**config.mk**
```make
export PLATFORM = sky130hd
export DESIGN_NAME = uart_fifo_bridge
export DESIGN_NICKNAME = d
export VERILOG_FILES = /design/src/rtl/uart_fifo_bridge.sv
export SDC_FILE = /design/constraint.sdc
export NUM_CORES = 1
export LEC_CHECK = 0
export BUFFER_PORTS_ARGS = -buffer_cell sky130_fd_sc_hd__buf_2
export CORE_MARGIN = 3
export CORE_UTILIZATION = 54
export DETAILED_ROUTE_END_ITERATION = 16
export GPL_ROUTABILITY_DRIVEN = 0
export HOLD_SLACK_MARGIN = 0.08
export PLACE_DENSITY = 0.74
export SLEW_MARGIN = 30
export SYNTH_ARGS = -nofsm -noshare
export SYNTH_HDL_FRONTEND = slang
export SYNTH_SLANG_ARGS = --single-unit
```
**constraint.sdc**
```tcl
create_clock -name clk -period 3.5 [get_ports clk]
set_input_delay 0.525 -clock clk [delete_from_list [all_inputs] [get_ports clk]]
set_output_delay 0.525 -clock clk [all_outputs]
set_load 0.01 [all_outputs]
```
**src/rtl/uart_fifo_bridge.sv**
```systemverilog
// uart_fifo_bridge: memory-mapped CPU access to a UART byte stream.
// An RX FIFO buffers bytes from the UART receiver for CPU loads at 0x04.
// A TX FIFO buffers CPU stores to 0x08 for the UART transmitter.
// Load 0x00 returns status {rx_not_empty, tx_not_full}.
// Define UART_FIFO_STATS_EN to add a saturating tx_drop counter.
// The counter is read at 0x0C and cleared by a store to 0x10.
module uart_fifo_bridge #(
  parameter int DEPTH = 8
) (
  input  logic        clk,
  input  logic        rst,
  input  logic [7:0]  mmio_addr,
  input  logic        mmio_rd_en,
  input  logic        mmio_wr_en,
  input  logic [7:0]  mmio_wdata,
  output logic [31:0] mmio_rdata,
  input  logic [7:0]  rx_data,
  input  logic        rx_valid,
  output logic        rx_ready,
  output logic [7:0]  tx_data,
  output logic        tx_valid,
  input  logic        tx_ready
);

  localparam int AW = $clog2(DEPTH);
  localparam int CW = AW + 1;
  localparam logic [CW-1:0] FULL_CNT = CW'(DEPTH);

  localparam logic [7:0] ADDR_STATUS = 8'h00;
  localparam logic [7:0] ADDR_RXDATA = 8'h04;
  localparam logic [7:0] ADDR_TXDATA = 8'h08;
  localparam logic [7:0] ADDR_STATS  = 8'h0C;
  localparam logic [7:0] ADDR_CLR    = 8'h10;

  logic [7:0]    rx_mem_q [DEPTH];
  logic [7:0]    tx_mem_q [DEPTH];
  logic [AW-1:0] rx_wr_ptr_q, rx_wr_ptr_d, rx_rd_ptr_q, rx_rd_ptr_d;
  logic [AW-1:0] tx_wr_ptr_q, tx_wr_ptr_d, tx_rd_ptr_q, tx_rd_ptr_d;
  logic [CW-1:0] rx_count_q, rx_count_d, tx_count_q, tx_count_d;
  logic [31:0]   mmio_rdata_q, mmio_rdata_d;
  logic [31:0]   stats_value;

  logic rx_empty, rx_full, tx_empty, tx_full;
  logic rx_push, rx_pop, tx_push, tx_pop, store_ok;
  logic [7:0] rx_head;

  // Handshakes and push/pop qualifiers; fullness is always taken pre-update.
  always_comb begin
    rx_empty = (rx_count_q == '0);
    rx_full  = (rx_count_q == FULL_CNT);
    tx_empty = (tx_count_q == '0);
    tx_full  = (tx_count_q == FULL_CNT);
    rx_head  = rx_mem_q[rx_rd_ptr_q];
    tx_data  = tx_mem_q[tx_rd_ptr_q];
    rx_ready = !rst && !rx_full;
    tx_valid = !rst && !tx_empty;
    // A load and store in the same cycle share one address; the load wins.
    store_ok = mmio_wr_en && !mmio_rd_en;
    rx_push  = rx_valid && rx_ready;
    rx_pop   = !rst && mmio_rd_en && (mmio_addr == ADDR_RXDATA) && !rx_empty;
    tx_pop   = tx_valid && tx_ready;
    tx_push  = !rst && store_ok && (mmio_addr == ADDR_TXDATA) && !tx_full;
  end

  // Pointer/count next state; simultaneous push and pop leaves count unchanged.
  always_comb begin
    // NOTE: every always_comb output is assigned a default first so no latch is inferred.
    rx_wr_ptr_d = rx_wr_ptr_q + AW'(rx_push);
    rx_rd_ptr_d = rx_rd_ptr_q + AW'(rx_pop);
    tx_wr_ptr_d = tx_wr_ptr_q + AW'(tx_push);
    tx_rd_ptr_d = tx_rd_ptr_q + AW'(tx_pop);
    rx_count_d  = rx_count_q + CW'(rx_push) - CW'(rx_pop);
    tx_count_d  = tx_count_q + CW'(tx_push) - CW'(tx_pop);
  end

  // Load decode; status and RX head are sampled before any same-cycle update.
  always_comb begin
    mmio_rdata_d = mmio_rdata_q;
    if (mmio_rd_en) begin
      case (mmio_addr)
        ADDR_STATUS: mmio_rdata_d = {30'b0, !rx_empty, !tx_full};
        ADDR_RXDATA: mmio_rdata_d = rx_empty ? 32'h0 : {24'b0, rx_head};
        ADDR_STATS:  mmio_rdata_d = stats_value;
        default:     mmio_rdata_d = 32'h0;
      endcase
    end
  end

`ifdef UART_FIFO_STATS_EN
  logic [31:0] tx_drop_cnt_q, tx_drop_cnt_d;
  logic        tx_drop;

  // Saturating count of stores lost to a full TX FIFO; clear beats increment.
  always_comb begin
    tx_drop       = !rst && store_ok && (mmio_addr == ADDR_TXDATA) && tx_full;
    tx_drop_cnt_d = tx_drop_cnt_q;
    if (store_ok && (mmio_addr == ADDR_CLR))
      tx_drop_cnt_d = '0;
    else if (tx_drop && (tx_drop_cnt_q != '1))
      tx_drop_cnt_d = tx_drop_cnt_q + 32'd1;
  end

  // Drop counter register.
  always_ff @(posedge clk) begin
    if (rst) tx_drop_cnt_q <= '0;
    else     tx_drop_cnt_q <= tx_drop_cnt_d;
  end

  assign stats_value = tx_drop_cnt_q;
`else
  assign stats_value = 32'h0;
`endif

  // Control state registers with synchronous reset.
  always_ff @(posedge clk) begin
    // NOTE: sequential state uses non-blocking assignments so all flops update together.
    if (rst) begin
      rx_wr_ptr_q  <= '0;
      rx_rd_ptr_q  <= '0;
      tx_wr_ptr_q  <= '0;
      tx_rd_ptr_q  <= '0;
      rx_count_q   <= '0;
      tx_count_q   <= '0;
      mmio_rdata_q <= '0;
    end else begin
      rx_wr_ptr_q  <= rx_wr_ptr_d;
      rx_rd_ptr_q  <= rx_rd_ptr_d;
      tx_wr_ptr_q  <= tx_wr_ptr_d;
      tx_rd_ptr_q  <= tx_rd_ptr_d;
      rx_count_q   <= rx_count_d;
      tx_count_q   <= tx_count_d;
      mmio_rdata_q <= mmio_rdata_d;
    end
  end

  // FIFO storage writes.
  always_ff @(posedge clk) begin
    // NOTE: storage is not reset; cleared pointers and counts make stale bytes unreachable.
    if (rx_push) rx_mem_q[rx_wr_ptr_q] <= rx_data;
    if (tx_push) tx_mem_q[tx_wr_ptr_q] <= mmio_wdata;
  end

  assign mmio_rdata = mmio_rdata_q;

endmodule

```
---- Word-level counts from Yosys, hierarchy flattened ----
Memory sizes are Yosys's and may differ from the RTL's. A register that Yosys moved wholly into a read port is not among the register bits.
Index checks and enable logic that the tools add are counted.
storage, ports and cells
  output and inout bits ................... 42
  latch bits .............................. 0
  word-level logic and storage cells ...... 49
  register bits ........................... 52
  input bits .............................. 30
  ROM bits ................................ 0
  memories ................................ 2
  RAM bits ................................ 128
memories
  memory    words  width  rd ports  clocked after memory_dff  wr ports  line  text
  rx_mem_q  8      8      1         1                         1         35    logic [7:0] rx_mem_q [DEPTH];
  tx_mem_q  8      8      1         1                         1         36    logic [7:0] tx_mem_q [DEPTH];
operators by class
  muxes and demuxes ....................... 8
  equality and inequality tests ........... 4
  $add $sub $neg .......................... 8
  $mul .................................... 0
  order comparisons ....................... 0
  div/mod/pow operators ................... 0
  shift-type cells ........................ 0
  reductions and logical operators ........ 20
  bitwise gates (word level) .............. 0
operator list
  kind                                                                    number
  8-bit one-hot mux with 2 select lines                                   1
  3-bit by 1-bit adder with 3-bit output                                  4
  1-bit logical AND                                                       11
  4-bit by 1-bit adder with 4-bit output                                  2
  4-bit equality test (second input constant)                             2
  8-bit by 3-bit equality test with 1-bit output (second input constant)  1
  8-bit by 4-bit equality test with 1-bit output (second input constant)  1
  4-bit zero test                                                         2
  8-bit zero test                                                         1
  8-bit 2-to-1 mux                                                        1
  4-bit by 1-bit subtractor with 4-bit output                             2
  1-bit zero test                                                         6
  3-bit 2-to-1 mux                                                        2
  1-bit 2-to-1 mux                                                        4

---- Logic depth before layout (Yosys ltp) ----
  word-level depth ........................ 7
  gate-level depth with buffers ........... 12

---- Least setup slack after synthesis ----
No wires, ideal clock.
  path kind ............................... input -> register
  start ................................... in mmio_addr[5]
  end ..................................... reg tx_count_q[2]
  arrival ................................. 2.614 ns
  setup slack ............................. 0.759 ns
  stages .................................. 10
  setup time .............................. 0.128 ns
  required time ........................... 3.372 ns
  cell sequence ........................... or4_4 > a2111oi_4 > nand2_1 > ha_1 > inv_1 > ha_1 > inv_1 > fa_1 > xor2_1 > nor2_1
between the ends
  cells in the longest elaborated chain, start to end .. 5
RTL lines
  item                                            line  text
  start, declared                                 12    input logic [7:0] mmio_addr,
  8-bit by 4-bit equality test with 1-bit output  62    tx_push = !rst && store_ok && (mmio_addr == ADDR_TXDATA) && !tx_full;
  1-bit logical AND (2 in series)                 62
  4-bit by 1-bit adder with 4-bit output          73    tx_count_d = tx_count_q + CW'(tx_push) - CW'(tx_pop);
  4-bit by 1-bit subtractor with 4-bit output     73
  end signal, assigned                            131   tx_count_q <= tx_count_d;
  end, declared                                   39    logic [CW-1:0] rx_count_q, rx_count_d, tx_count_q, tx_count_d;
No other way between the ends.
A chain may end at the register's enable or synchronous reset.

==> metrics.cfg <==
[outcome]
status = finished, final reports clean

[route]
wl_met2_um = 5770
dr.pass1.iters = 4
drt_iter0_drc = 211
ant_nets = 0
viasPerCell = 5.49
wl_met1_um = 4720
vias = 3324
drt-total-wl_um = 11100
wl_per_cell_um = 18.4
dr_wl_met3_um = 477
drcViolationCount = 0
topRoutingLayerUsed = met4

[worst_setup_path]
reg2reg_to = rx_count_q[2]
worstSetupPathType = reg2out
reg2reg_depth = 13
endpoint_kind = output pin
crit_required_ns = 2.97
worstPathMaxFanout = 17
r2r-start = rx_count_q[2]
critPathLaunchType = flop
worstPathArrival_ns = 2.15
r2r_setup_slack_ns = 0.87

[synth]
syn_area_um2 = 6460
synth_area_leaders = edfxtp_1, mux4_2, dfxtp_1, ha_1, buf_4
synth_warnings = 0
synth_edf_count = 128
synth_top_area_cell = edfxtp_1
synth_cells = 377
yosys.cell_types.count = 42
ys_seq_elements = 156
yosys-mux-area-fraction_pct = 13.5
synth-xor-area-share_pct = 1.08
synth_top_area_share_pct = 59.5
ys_seq_area_share_pct = 68.1
syn_avg_cell_area_um2 = 17.1
synthSimpleGateAreaFrac_pct = 5.30
synth_fa_ha_area_share_pct = 4.49
ys.flop_type = edfxtp_1
synth-compound-area-share_pct = 2.83
async_reset_ff_share_pct = 0
synth_top_family_by_area = multiplexers

[floorplan]
core-area_um2 = 11600
die_y_um = 115
num_io_pins = 72
die_area_um2 = 13300
die_w_um = 115
std_cell_rows = 39
start_util_pct = 55.9

[power_and_ir_drop]
leakage_nw = 2.66
ir_drop_mv = 0.429
power_mw = 4.25
p_per_area_nw_per_um2 = 570

[timing]
setup_tns_ns = 0
fin_crit_sh_pct = 76.4
max_slew_margin_pct = 38.3
final_max_slew_viol_count = 0
rsz0062_at_grt = no
fmax_mhz = 374
post-route-min-period_ns = 2.67
hold_viol = 0
skew_ns = 0.00640
final-setup-viol-count = 0
fin_hold_ws_ns = 0.369
worst_slew_pin_slew_ns = 0.925

[clock_network]
clk_pin_slew_ns = 0.06
cts_max_path_buffers = 2
clkLatencyLatePin_ns = 0.41
root_buffer = clkbuf_16
htree_levels = 4
cts_buffers = 17
cts_resized = 0
clkSinkCount = 156
tritoncts = yes
post_cts_buffers = 0
ctsHoldBuffers = 0

[global_routing]
overflow = 0
grt_pass1_vias = 3363
grt_first_pass_wirelength_um = 17700
grt_max_degree = 27
antenna_found_initial = 0
gr-usage-all-layers_pct = 18.2

[worst_hold_path]
min_from = rx_data[3]
holdPathEnd = rx_mem_q[0][3]
hold_depth = 1
min_path_type = in2reg

[final_layout]
fillers = 792
fin_cells = 605
syn_to_final_growth_pct = 15.3
layout-drive-gt1-share_pct = 31.8
layout.nets = 501
diodes = 0

[job]
cap_violations = 0

[placement]
hpwlAfterDp_um = 7390
dp_cells = 573
port_buffers = 47

-- Yosys cell counts, drive strengths merged, types with 4 or more instances --
cell type / number
dfxtp: 28
clkbuf: 6
nand2: 7
nor2b: 11
nor2: 23
nor3: 7
ha: 20
mux2: 15
a21oi: 6
a22o: 6
mux4: 29
xnor2: 6
nand2b: 4
inv: 16
buf: 31
edfxtp: 128
mux2i: 5
-- worst max-delay path by stage --
| stage | startpoint | cells past startpoint | slack [ns] | endpoint |
|---|---|---|---|---|
| after global placement | mmio_addr[5] | 11 | 0.58 | tx_count_q[2] |
| after floorplan | mmio_addr[5] | 10 | 0.76 | tx_count_q[2] |
| after global routing | rx_count_q[2] | 13 | 0.65 | rx_count_q[2] |
| final | tx_rd_ptr_q[1] | 3 | 0.83 | tx_data[3] |
| after detailed placement | mmio_addr[5] | 11 | 0.53 | tx_count_q[2] |
| after CTS | tx_rd_ptr_q[1] | 3 | 0.75 | tx_data[3] |
-- worst max-delay path: stages, from the launching register on --
cell	delay (ns)
dfxtp_1	0.87
mux4_2	0.42
mux2_2	0.29
buf_2	0.15
-- layer usage --
layer	GRT usage, %	vias to the layer above
li1	-	1539
met1	22.9	1679
met2	30.3	91
met3	5.64	15
met4	5.79	0
met5	0	-
-- per-stage QoR --
stage / util (%) / cell area (µm²) / setup slack, ns
CTS: 64.4 / 7450 / 0.752
global route: 64.4 / 7450 / 0.654
global placement: 59.5 / 6880 / 0.584
floorplan: - / 6550 / 0.759
finish: 64.4 / 7450 / 0.826
detailed placement: 59.5 / 6880 / 0.525
-- cell type report --
cell class	instances	area, µm²	share of cell area, %
multi-input cells	191	1850	24.8
clock inverters	14	145	1.95
clock buffers	18	429	5.76
inverters	16	60.1	0.806
repair buffers	67	385	5.17
flip-flops and latches	156	4410	59.1
well taps	143	179	2.40
-- flip-flops by register name, summed over array words and instances, names as in the netlist --
name	flops
tx_count_q	4
rx_count_q	4
rx_rd_ptr_q	3
mmio_rdata	8
rx_wr_ptr_q	3
rx_mem_q	64
tx_mem_q	64
tx_wr_ptr_q	3
tx_rd_ptr_q	3
-- power by group --
group / internal [mW] / leakage, nW / total, mW / switching (mW)
combinational: 0.199 / 1.01 / 0.408 / 0.208
sequential: 2.05 / 1.38 / 2.08 / 0.0278
clock: 1.05 / 0.276 / 1.76 / 0.706
-- kinds of logic after synthesis --
logic type / after synthesis
compound gates: 22
mux: 49
flops: 156
simple gates: 66
buf+inv: 53
xor+xnor: 8
fa+ha+maj: 22
other cells: 1
-- cells in the final DEF (no fill, tap or decap), types with 2 or more instances in the layout --
cell and n:
conb_1 24, ha_1 20, edfxtp_1 128, xor2_1 2, inv_6 3, a22o_1 6
clkinv_4 3, a21o_1 2, nor2b_1 11, dfxtp_1 27, clkinvlp_4 2, nand3_1 2
mux2i_1 5, nor2_1 23, mux2_2 15, bufinv_16 2, clkbuf_16 17, and3_1 2
buf_4 20, clkinv_2 2, nand2_1 7, a21oi_1 6, fa_1 2, buf_2 47
inv_1 16, clkinv_1 2, mux4_2 29, nor4_1 2, xnor2_1 6, nand2b_1 4
nor3_1 7
(Power assumes the default switching activity.)
